`config.mk`:
```
export PLATFORM = sky130hd
export DESIGN_NAME = fft_out_reorder
export DESIGN_NICKNAME = d
export VERILOG_FILES = /design/src/rtl/fft_pkg.sv /design/src/rtl/fft_out_reorder_ram.sv /design/src/rtl/fft_out_reorder.sv
export SDC_FILE = /design/constraint.sdc
export NUM_CORES = 1
export LEC_CHECK = 0
export CORE_ASPECT_RATIO = 0.5
export CORE_MARGIN = 1.5
export CORE_UTILIZATION = 60
export DETAILED_ROUTE_END_ITERATION = 16
export PLACE_DENSITY = 0.77
export SLEW_MARGIN = 20
export SYNTH_ARGS = -nofsm -noshare
export SYNTH_HDL_FRONTEND = slang
export SYNTH_SLANG_ARGS = --single-unit
```
`constraint.sdc`:
```
create_clock -name clk -period 9.4 [get_ports clk]
set_input_delay 1.41 -clock clk [delete_from_list [all_inputs] [get_ports clk]]
set_output_delay 1.41 -clock clk [all_outputs]
set_load 0.02 [all_outputs]
```
`src/rtl/fft_pkg.sv`:
```
// Shared FFT types: sample format, reorder bank states and the bit-reversal helper.
package fft_pkg;

    localparam int unsigned DATA_WIDTH = 16;
    localparam int unsigned MAX_LOG2N  = 12;

    typedef struct packed {
        logic [DATA_WIDTH-1:0] re;
        logic [DATA_WIDTH-1:0] im;
    } complex_t;

    typedef enum logic [1:0] {
        BankEmpty,
        BankFilling,
        BankFull,
        BankDraining
    } bank_state_t;

    // Reverses the low 'width' bits of idx; upper bits come back zero.
    function automatic logic [MAX_LOG2N-1:0] bitrev(input logic [MAX_LOG2N-1:0] idx,
                                                    input int unsigned width);
        logic [MAX_LOG2N-1:0] r;
        r = '0;
        for (int unsigned i = 0; i < width; i++) begin
            r[i] = idx[width-1-i];
        end
        return r;
    endfunction

endpackage

```
`src/rtl/fft_out_reorder_ram.sv`:
```
// Simple dual-port RAM holding both reorder banks; synchronous read with read enable so the
// read data holds while the output pipeline is stalled.
module reorder_ram #(
    parameter int unsigned AW = 5,
    parameter int unsigned DW = 32
) (
    input  logic          clk,
    input  logic          we,
    input  logic [AW-1:0] waddr,
    input  logic [DW-1:0] wdata,
    input  logic          re,
    input  logic [AW-1:0] raddr,
    output logic [DW-1:0] rdata
);

    logic [DW-1:0] mem [2**AW];

    always_ff @(posedge clk) begin
        if (we) begin
            mem[waddr] <= wdata;
        end
    end

    always_ff @(posedge clk) begin
        if (re) begin
            rdata <= mem[raddr];
        end
    end

endmodule

```
`src/rtl/fft_out_reorder.sv`:
```
// Bit-reversed to natural-order FFT output reorder buffer (ping-pong banks, valid/ready out).
// Optional sticky drop flag port ovf is built when FFT_REORDER_OVF_EN is defined.
module fft_out_reorder
    import fft_pkg::*;
#(
    parameter int unsigned LOG2N = 4
) (
    input  logic     clk,
    input  logic     rst,
    input  complex_t din,
    input  logic     din_valid,
    output complex_t dout,
    output logic     dout_valid,
    input  logic     dout_ready,
    output logic     dout_last
`ifdef FFT_REORDER_OVF_EN
    ,
    output logic     ovf
`endif
);

    localparam int unsigned N       = 2 ** LOG2N;
    localparam int unsigned AW      = LOG2N + 1;
    localparam logic [LOG2N-1:0] LastIdx = LOG2N'(N - 1);

    bank_state_t      bank_q [2];
    bank_state_t      bank_d [2];
    logic [LOG2N-1:0] wcnt_q, wcnt_d;
    logic             wb_q, wb_d;
    logic             drop_q, drop_d;
    // ib: bank being read from RAM; rb: bank of the sample currently at the output.
    logic             ib_q, ib_d;
    logic             rb_q, rb_d;
    logic [LOG2N-1:0] rd_cnt_q, rd_cnt_d;

    logic             s1_valid_q, s1_last_q;
    complex_t         dout_q;
    logic             dout_valid_q, dout_last_q;

    logic             frame_start, start_ok, ram_we;
    logic [LOG2N-1:0] wrev;
    logic             out_free, rd_avail, issue, xfer_last;
    logic [2*DATA_WIDTH-1:0] ram_rdata;

    assign frame_start = din_valid && (wcnt_q == '0);
    assign start_ok    = (bank_q[wb_q] == BankEmpty);
    assign ram_we      = din_valid && (frame_start ? start_ok : !drop_q);
    assign wrev        = LOG2N'(bitrev(MAX_LOG2N'(wcnt_q), LOG2N));

    assign out_free  = !dout_valid_q || dout_ready;
    assign rd_avail  = (bank_q[ib_q] == BankFull) || (bank_q[ib_q] == BankDraining);
    assign issue     = rd_avail && (!s1_valid_q || out_free);
    assign xfer_last = dout_valid_q && dout_ready && dout_last_q;

    reorder_ram #(
        .AW(AW),
        .DW(2 * DATA_WIDTH)
    ) u_ram (
        .clk   (clk),
        .we    (ram_we),
        .waddr ({wb_q, wrev}),
        .wdata (din),
        .re    (issue),
        .raddr ({ib_q, rd_cnt_q}),
        .rdata (ram_rdata)
    );

    always_comb begin
        bank_d   = bank_q;
        wcnt_d   = wcnt_q;
        wb_d     = wb_q;
        drop_d   = drop_q;
        ib_d     = ib_q;
        rb_d     = rb_q;
        rd_cnt_d = rd_cnt_q;

        if (din_valid) begin
            wcnt_d = wcnt_q + 1'b1;
            if (frame_start) begin
                if (start_ok) begin
                    bank_d[wb_q] = BankFilling;
                end else begin
                    drop_d = 1'b1;
                end
            end
            if (wcnt_q == LastIdx) begin
                if (drop_q) begin
                    drop_d = 1'b0;
                end else begin
                    bank_d[wb_q] = BankFull;
                    wb_d         = ~wb_q;
                end
            end
        end

        // The read side moves on to the other bank as soon as its last address is issued.
        if (issue) begin
            bank_d[ib_q] = BankDraining;
            rd_cnt_d     = rd_cnt_q + 1'b1;
            if (rd_cnt_q == LastIdx) begin
                ib_d = ~ib_q;
            end
        end

        if (xfer_last) begin
            bank_d[rb_q] = BankEmpty;
            rb_d         = ~rb_q;
        end
    end

    always_ff @(posedge clk) begin
        if (rst) begin
            bank_q[0] <= BankEmpty;
            bank_q[1] <= BankEmpty;
            wcnt_q    <= '0;
            wb_q      <= 1'b0;
            drop_q    <= 1'b0;
            ib_q      <= 1'b0;
            rb_q      <= 1'b0;
            rd_cnt_q  <= '0;
        end else begin
            bank_q[0] <= bank_d[0];
            bank_q[1] <= bank_d[1];
            wcnt_q    <= wcnt_d;
            wb_q      <= wb_d;
            drop_q    <= drop_d;
            ib_q      <= ib_d;
            rb_q      <= rb_d;
            rd_cnt_q  <= rd_cnt_d;
        end
    end

    always_ff @(posedge clk) begin
        if (rst) begin
            s1_valid_q   <= 1'b0;
            s1_last_q    <= 1'b0;
            dout_q       <= '0;
            dout_valid_q <= 1'b0;
            dout_last_q  <= 1'b0;
        end else begin
            if (issue) begin
                s1_valid_q <= 1'b1;
                s1_last_q  <= (rd_cnt_q == LastIdx);
            end else if (s1_valid_q && out_free) begin
                s1_valid_q <= 1'b0;
            end
            if (out_free) begin
                dout_valid_q <= s1_valid_q;
                dout_last_q  <= s1_valid_q && s1_last_q;
                if (s1_valid_q) begin
                    dout_q <= complex_t'(ram_rdata);
                end
            end
        end
    end

    assign dout       = dout_q;
    assign dout_valid = dout_valid_q;
    assign dout_last  = dout_last_q;

`ifdef FFT_REORDER_OVF_EN
    logic ovf_q;

    always_ff @(posedge clk) begin
        if (rst) begin
            ovf_q <= 1'b0;
        end else if (frame_start && !start_ok) begin
            ovf_q <= 1'b1;
        end
    end

    assign ovf = ovf_q;
`endif

endmodule

```
==> flow_summary.ini, run 1 <==
[run_status]
status = complete, no violations

[timing]
min_period_ns = 4.11
finalSetupViolCount = 0
skew_ns = 0.0372
worst_slew_pin_slew_ns = 1.21
setup_tns_ns = 0
relSlewSlack_pct = 18.9
drv_slew = 0
rsz0062_at_grt = false
fin_ws_ns = 5.29
clock.fmax_mhz = 243
hold_viol = 0
fin_crit_sh_pct = 43.8

[die]
core_sq_um = 69000
die_h_microns = 190
start_util_pct = 60.6
dieArea_sq_um = 71400
rows = 68
die_w_microns = 376
ios = 70

[clock_network]
cts_setup_buffers = 0
numCtsBuffers = 92
root_buffer = clkbuf_16
cts.sinks = 1108
cts_tree = done
clkLatencyLatePin_ns = 0.68
cts_resized = 0
htreeDepth = 3
cts_hold_buffers = 0
clock_path_buffers = 3
cts.reportedPaths.clkPinSlew_ns = 0.07

[synth]
synth_area_per_cell_sq_um = 20.8
synth_fp_nets = 2048
synth_most_common_cell = edfxtp_1
seq_area_frac_synth_pct = 78.3
yosys-top-cells-count = edfxtp_1 (1056), mux4_2 (191), mux2i_1 (132), a22oi_1 (95)
yosys_warnings = 0
async_flop_share_pct = 0
synth_seq_cells = 1108
synth-edff-count = 1056
synthTopCellsByArea = edfxtp_1 (76%), mux4_2 (10%), mux2i_1 (3.2%)
synthCells = 2009
synth_area_sq_um = 41800
synth_top_cell_by_area = edfxtp_1
synth_top_area_share_pct = 75.8
synth_ff_type = edfxtp_1
ys_types = 45

[detailed_routing]
postRouteWirelength_mm = 105
ant_nets = 0
wl_per_cell_microns = 33.4
drtIter0Drc = 3229
remaining_drc_errors = 0
avgViaCountPerCell = 6.85
num_vias = 21553
drtPass1Iterations = 7

[grt]
grt_pass1_wl_mm = 145
antenna_found_initial = 1
grt_pass1_vias = 20355
grt_usage_pct = 28.9
gr-total-overflow = 0
grt_max_degree = 89

[place]
place_ws_ns = 4.76
numPlacedInstances = 2950
place.gp.congestion = 0.854
numPortBuffers = 69
post_dp_cell_area_sq_um = 43700
dp.final_hpwl_mm = 57.8

[finish]
drive_above_1_share_pct = 21.0
postLayoutCellArea_sq_um = 47200
nets = 2161
final_cells = 3145
area_growth_pct = 12.9

[setup_path]
start_kind = flop
worstPathArrival_ns = 4.48
crit_type = flop to flop
crit_required_ns = 9.77
worst-path-max-fanout = 88
cp-end-kind = flop

[pwr]
fin_total_pwr_mw = 9.56
p_per_area_nw_per_um2 = 202
vdd.ir_drop.worst_uv = 197
p_leak_nw = 14.1

[flow_run]
cap_violations = 0

[hold_path]
hold_class = flop to flop
==> final timing paths <==
path,start,endpoint,slack (ns),cells after the start
worst min register to register,dout[10],dout[10],0.46,2
worst max register to register,rd_cnt_q[0],u_ram.rdata[31],5.29,5
worst max-delay path,rd_cnt_q[0],u_ram.rdata[31],5.29,5
worst min-delay path,dout[10],dout[10],0.46,2
==> registers in the layout, summed over array words and instances, names as in the netlist, 4 cells and up <==
signal / count
u_ram.mem: 1024
dout: 32
u_ram.rdata: 32
bank_q: 4
rd_cnt_q: 4
wcnt_q: 4
==> critical path: stages (launching register included) <==
cell,delay [ns]
dfxtp_4,0.94
buf_12,0.54
buf_4,0.70
mux4_2,0.58
a22oi_1,0.58
a22oi_1,0.15
==> routing by layer <==
layer  GRT usage (%)  up-vias  part of all wire, %
met3            5.59      210                   11
met5               0        -                    0
met2            45.4     1583                   48
li1                -     8591                    -
met4            9.75        0                  3.7
met1            41.7    11169                   37
==> report_power, final <==
group          switching (mW)  total [mW]  internal, mW
Combinational           0.151       0.208        0.0569
Clock                    1.76        3.91          2.16
Sequential            0.00974        5.44          5.43
==> metrics by stage <==
step	hold WS [ns]	util, %
after global placement	0.442	63.2
final	0.456	68.5
after detailed placement	0.448	63.3
after CTS	0.457	67.8
after floorplan	0.455	-
after global routing	0.472	68.5
==> cell families after synthesis <==
kind of cell               Yosys count  share of synthesized area, %
xor gates and xnor gates             9                         0.188
AOI/OAI and AO/OA                  271                          4.45
adders and majority gates            3                        0.0897
and+or+nand+nor                    168                          1.82
buffers and inverters              126                          1.73
DFF                               1108                          78.3
muxes                              324                          13.5
==> placed cells by master, fill, tap and decap left out, types with 5 or more instances in the layout <==
cell type,synthesis,final
a22oi_1,95,95
a21oi_1,70,70
nor2_4,0,34
nand3_1,8,7
edfxtp_1,1056,1056
buf_12,0,25
nand2_1,70,70
clkbuf_8,0,8
clkinvlp_4,0,5
nor2_1,53,20
buf_4,9,45
a211oi_1,32,32
clkinv_2,0,23
xor2_1,5,5
nand4_1,6,6
clkinv_1,0,16
clkdlybuf4s50_1,0,62
dfxtp_1,52,48
o22ai_1,31,31
buf_2,22,7
clkbuf_16,0,96
clkbuf_1,57,10
o221ai_1,32,32
mux2i_1,132,132
bufinv_16,0,8
mux4_2,191,191
==> final cells by class <==
type | count | area (sq um)
Sequential cell | 1108 | 32800
Antenna cell | 1 | 2.50
Timing Repair Buffer | 141 | 1550
Clock buffer | 114 | 2550
Tap cell | 945 | 1180
Inverter | 4 | 15.0
Fill cell | 4008 | 21800
Clock inverter | 57 | 514
Multi-Input combinational cell | 775 | 8660
Power figures use the tool's default switching activity.
==> run 2, diff against run 1 <==
==> constraint.sdc (replaced) <==
create_clock -name clk -period 4.1 [get_ports clk]
set_input_delay 0.615 -clock clk [delete_from_list [all_inputs] [get_ports clk]]
set_output_delay 0.615 -clock clk [all_outputs]
set_load 0.02 [all_outputs]
==> run 2 against run 1 <==
Effect of this change:
- register-to-register slack got worse by 4.3 ns
- sequential share of layout area fell by 0.13 points
- critical path depth unchanged
- highest routed layer is now met5
- largest cell class unchanged
- largest power group unchanged
- fmax up 31%
- core utilization is 0.13 points higher
==> flow_summary.ini, run 2 (synthesis gave the netlist of run 1 again) <==
[run_status]
status = complete, no violations

[setup_path]
crit_type = flop to flop
worstPathArrival_ns = 3.47
start_kind = flop
regToRegSetupSlack_ns = 0.97
crit_required_ns = 4.44
worst-path-max-fanout = 21
r2r_end = u_ram.mem[21][20]
reg2reg_from = wb_q
reg2reg_depth = 5
cp-end-kind = flop

[clock_network]
cts_tree = done
clkLatencyLatePin_ns = 0.66
root_buffer = clkbuf_16
cts_hold_buffers = 0
cts.reportedPaths.clkPinSlew_ns = 0.06
cts_resized = 0
cts.sinks = 1108
numCtsBuffers = 91
clock_path_buffers = 3
cts_setup_buffers = 0
htreeDepth = 3

[place]
numPortBuffers = 69
place_ws_ns = 0.693
place.gp.congestion = 0.860
dp.final_hpwl_mm = 58.1

[finish]
fillers = 4054
drive_above_1_share_pct = 20.8
nets = 2180
max_flop_register = u_ram.mem
multi_input_area_sq_um = 8660
mostFrequentLayoutCell = edfxtp_1
regArea_sq_um = 32800
largest_reg_flops = 1024
area_growth_pct = 13.1
final_cell_mix = edfxtp_1 (1056), mux4_2 (191), mux2i_1 (132)

[hold_path]
hold_depth = 2
hold_class = input port to flop
hp-start = rst
hold_end = wcnt_q[1]

[timing]
rsz0062_at_grt = false
hold_ws_ns = 0.435
worst_slew_pin_slew_ns = 1.07
drv_slew = 0
finalSetupViolCount = 0
relSlewSlack_pct = 28.7
fin_crit_sh_pct = 76.3
min_period_ns = 3.13
hold_viol = 0
clock.fmax_mhz = 320
skew_ns = 0.0295
setup_tns_ns = 0
fin_ws_ns = 0.972

[grt]
grt_max_degree = 132
use_met2_pct = 44.7
gr-usage-met1_pct = 39.9
grt_pass1_vias = 20799
grt_usage_pct = 28.2
grt.busiest_layer = met2
gr-total-overflow = 0
antenna_found_initial = 4
use_met3_pct = 5.37
grt_pass1_wl_mm = 143

[detailed_routing]
avgViaCountPerCell = 6.68
drtPass1Iterations = 5
remaining_drc_errors = 0
wl_per_cell_microns = 31.4
postRouteWirelength_mm = 99.2
drtIter0Drc = 3007
ant_nets = 0
num_vias = 21098

[pwr]
p_leak_nw = 14.1
vdd.ir_drop.worst_uv = 293
p_per_area_nw_per_um2 = 461

[die]
dieArea_sq_um = 71400
die_w_microns = 376
rows = 68
ios = 70
start_util_pct = 60.6
die_h_microns = 190
core_sq_um = 69000

[flow_run]
cap_violations = 0
run 2: changes by cell type in the layout (fill, tap and decap cells not counted), sizes merged, moves of 3 or more:
cell | before | now
clkinv | 41 | 22
buf | 79 | 96
clkbuf | 114 | 127
bufinv | 8 | 12
clkdlybuf4s50 | 62 | 65
clkinvlp | 5 | 2
run 2: area by class of cell:
class,instances,area share [%]
clock buffers,127,5.27
multi-input cells,775,18.3
inverters,4,0.0317
repair buffers,161,3.62
flip-flops and latches,1108,69.2
clock inverters,38,1.04
well taps,945,2.50
diodes,2,0.0106
run 2: worst max path at each step:
stage / start / endpoint / cells past startpoint
after floorplan: din_valid / u_ram.mem[23][0] / 5
final: wb_q / u_ram.mem[21][20] / 5
after CTS: wb_q / u_ram.mem[21][23] / 5
after global placement: din_valid / u_ram.mem[16][21] / 6
after detailed placement: din_valid / u_ram.mem[21][23] / 6
after global routing: wb_q / u_ram.mem[24][23] / 5
run 2: routing by layer:
layer	share of wire [%]	up-vias	routed length [microns]
met2	48	1339	47800
met5	0.016	-	16
met4	3.8	2	3750
met1	38	10916	38200
li1	-	8635	-
met3	9.6	206	9520
run 2: where the power goes:
| group | switching [mW] | internal, mW |
|---|---|---|
| Clock | 3.88 | 5.01 |
| Combinational | 0.346 | 0.129 |
| Sequential | 0.0211 | 12.4 |
run 2: stage by stage:
| step | util, % | power (mW) | instances | instance area, sq um |
|---|---|---|---|---|
| after floorplan | - | 12.9 | 2009 | 41800 |
| after global placement | 64.3 | 13.2 | 2993 | 44300 |
| after detailed placement | 64.3 | 13.2 | 2993 | 44300 |
| after CTS | 68.6 | 21.9 | 3158 | 47300 |
| after global routing | 68.6 | 22.3 | 3158 | 47300 |
| final | 68.6 | 21.8 | 3160 | 47300 |
run 2: critical path, cell delays in order (launching register included):
cell	delay [ns]
dfxtp_1	0.70
or3b_2	0.51
o311ai_2	0.22
nand4_1	0.57
nor2_4	0.55
buf_12	0.25
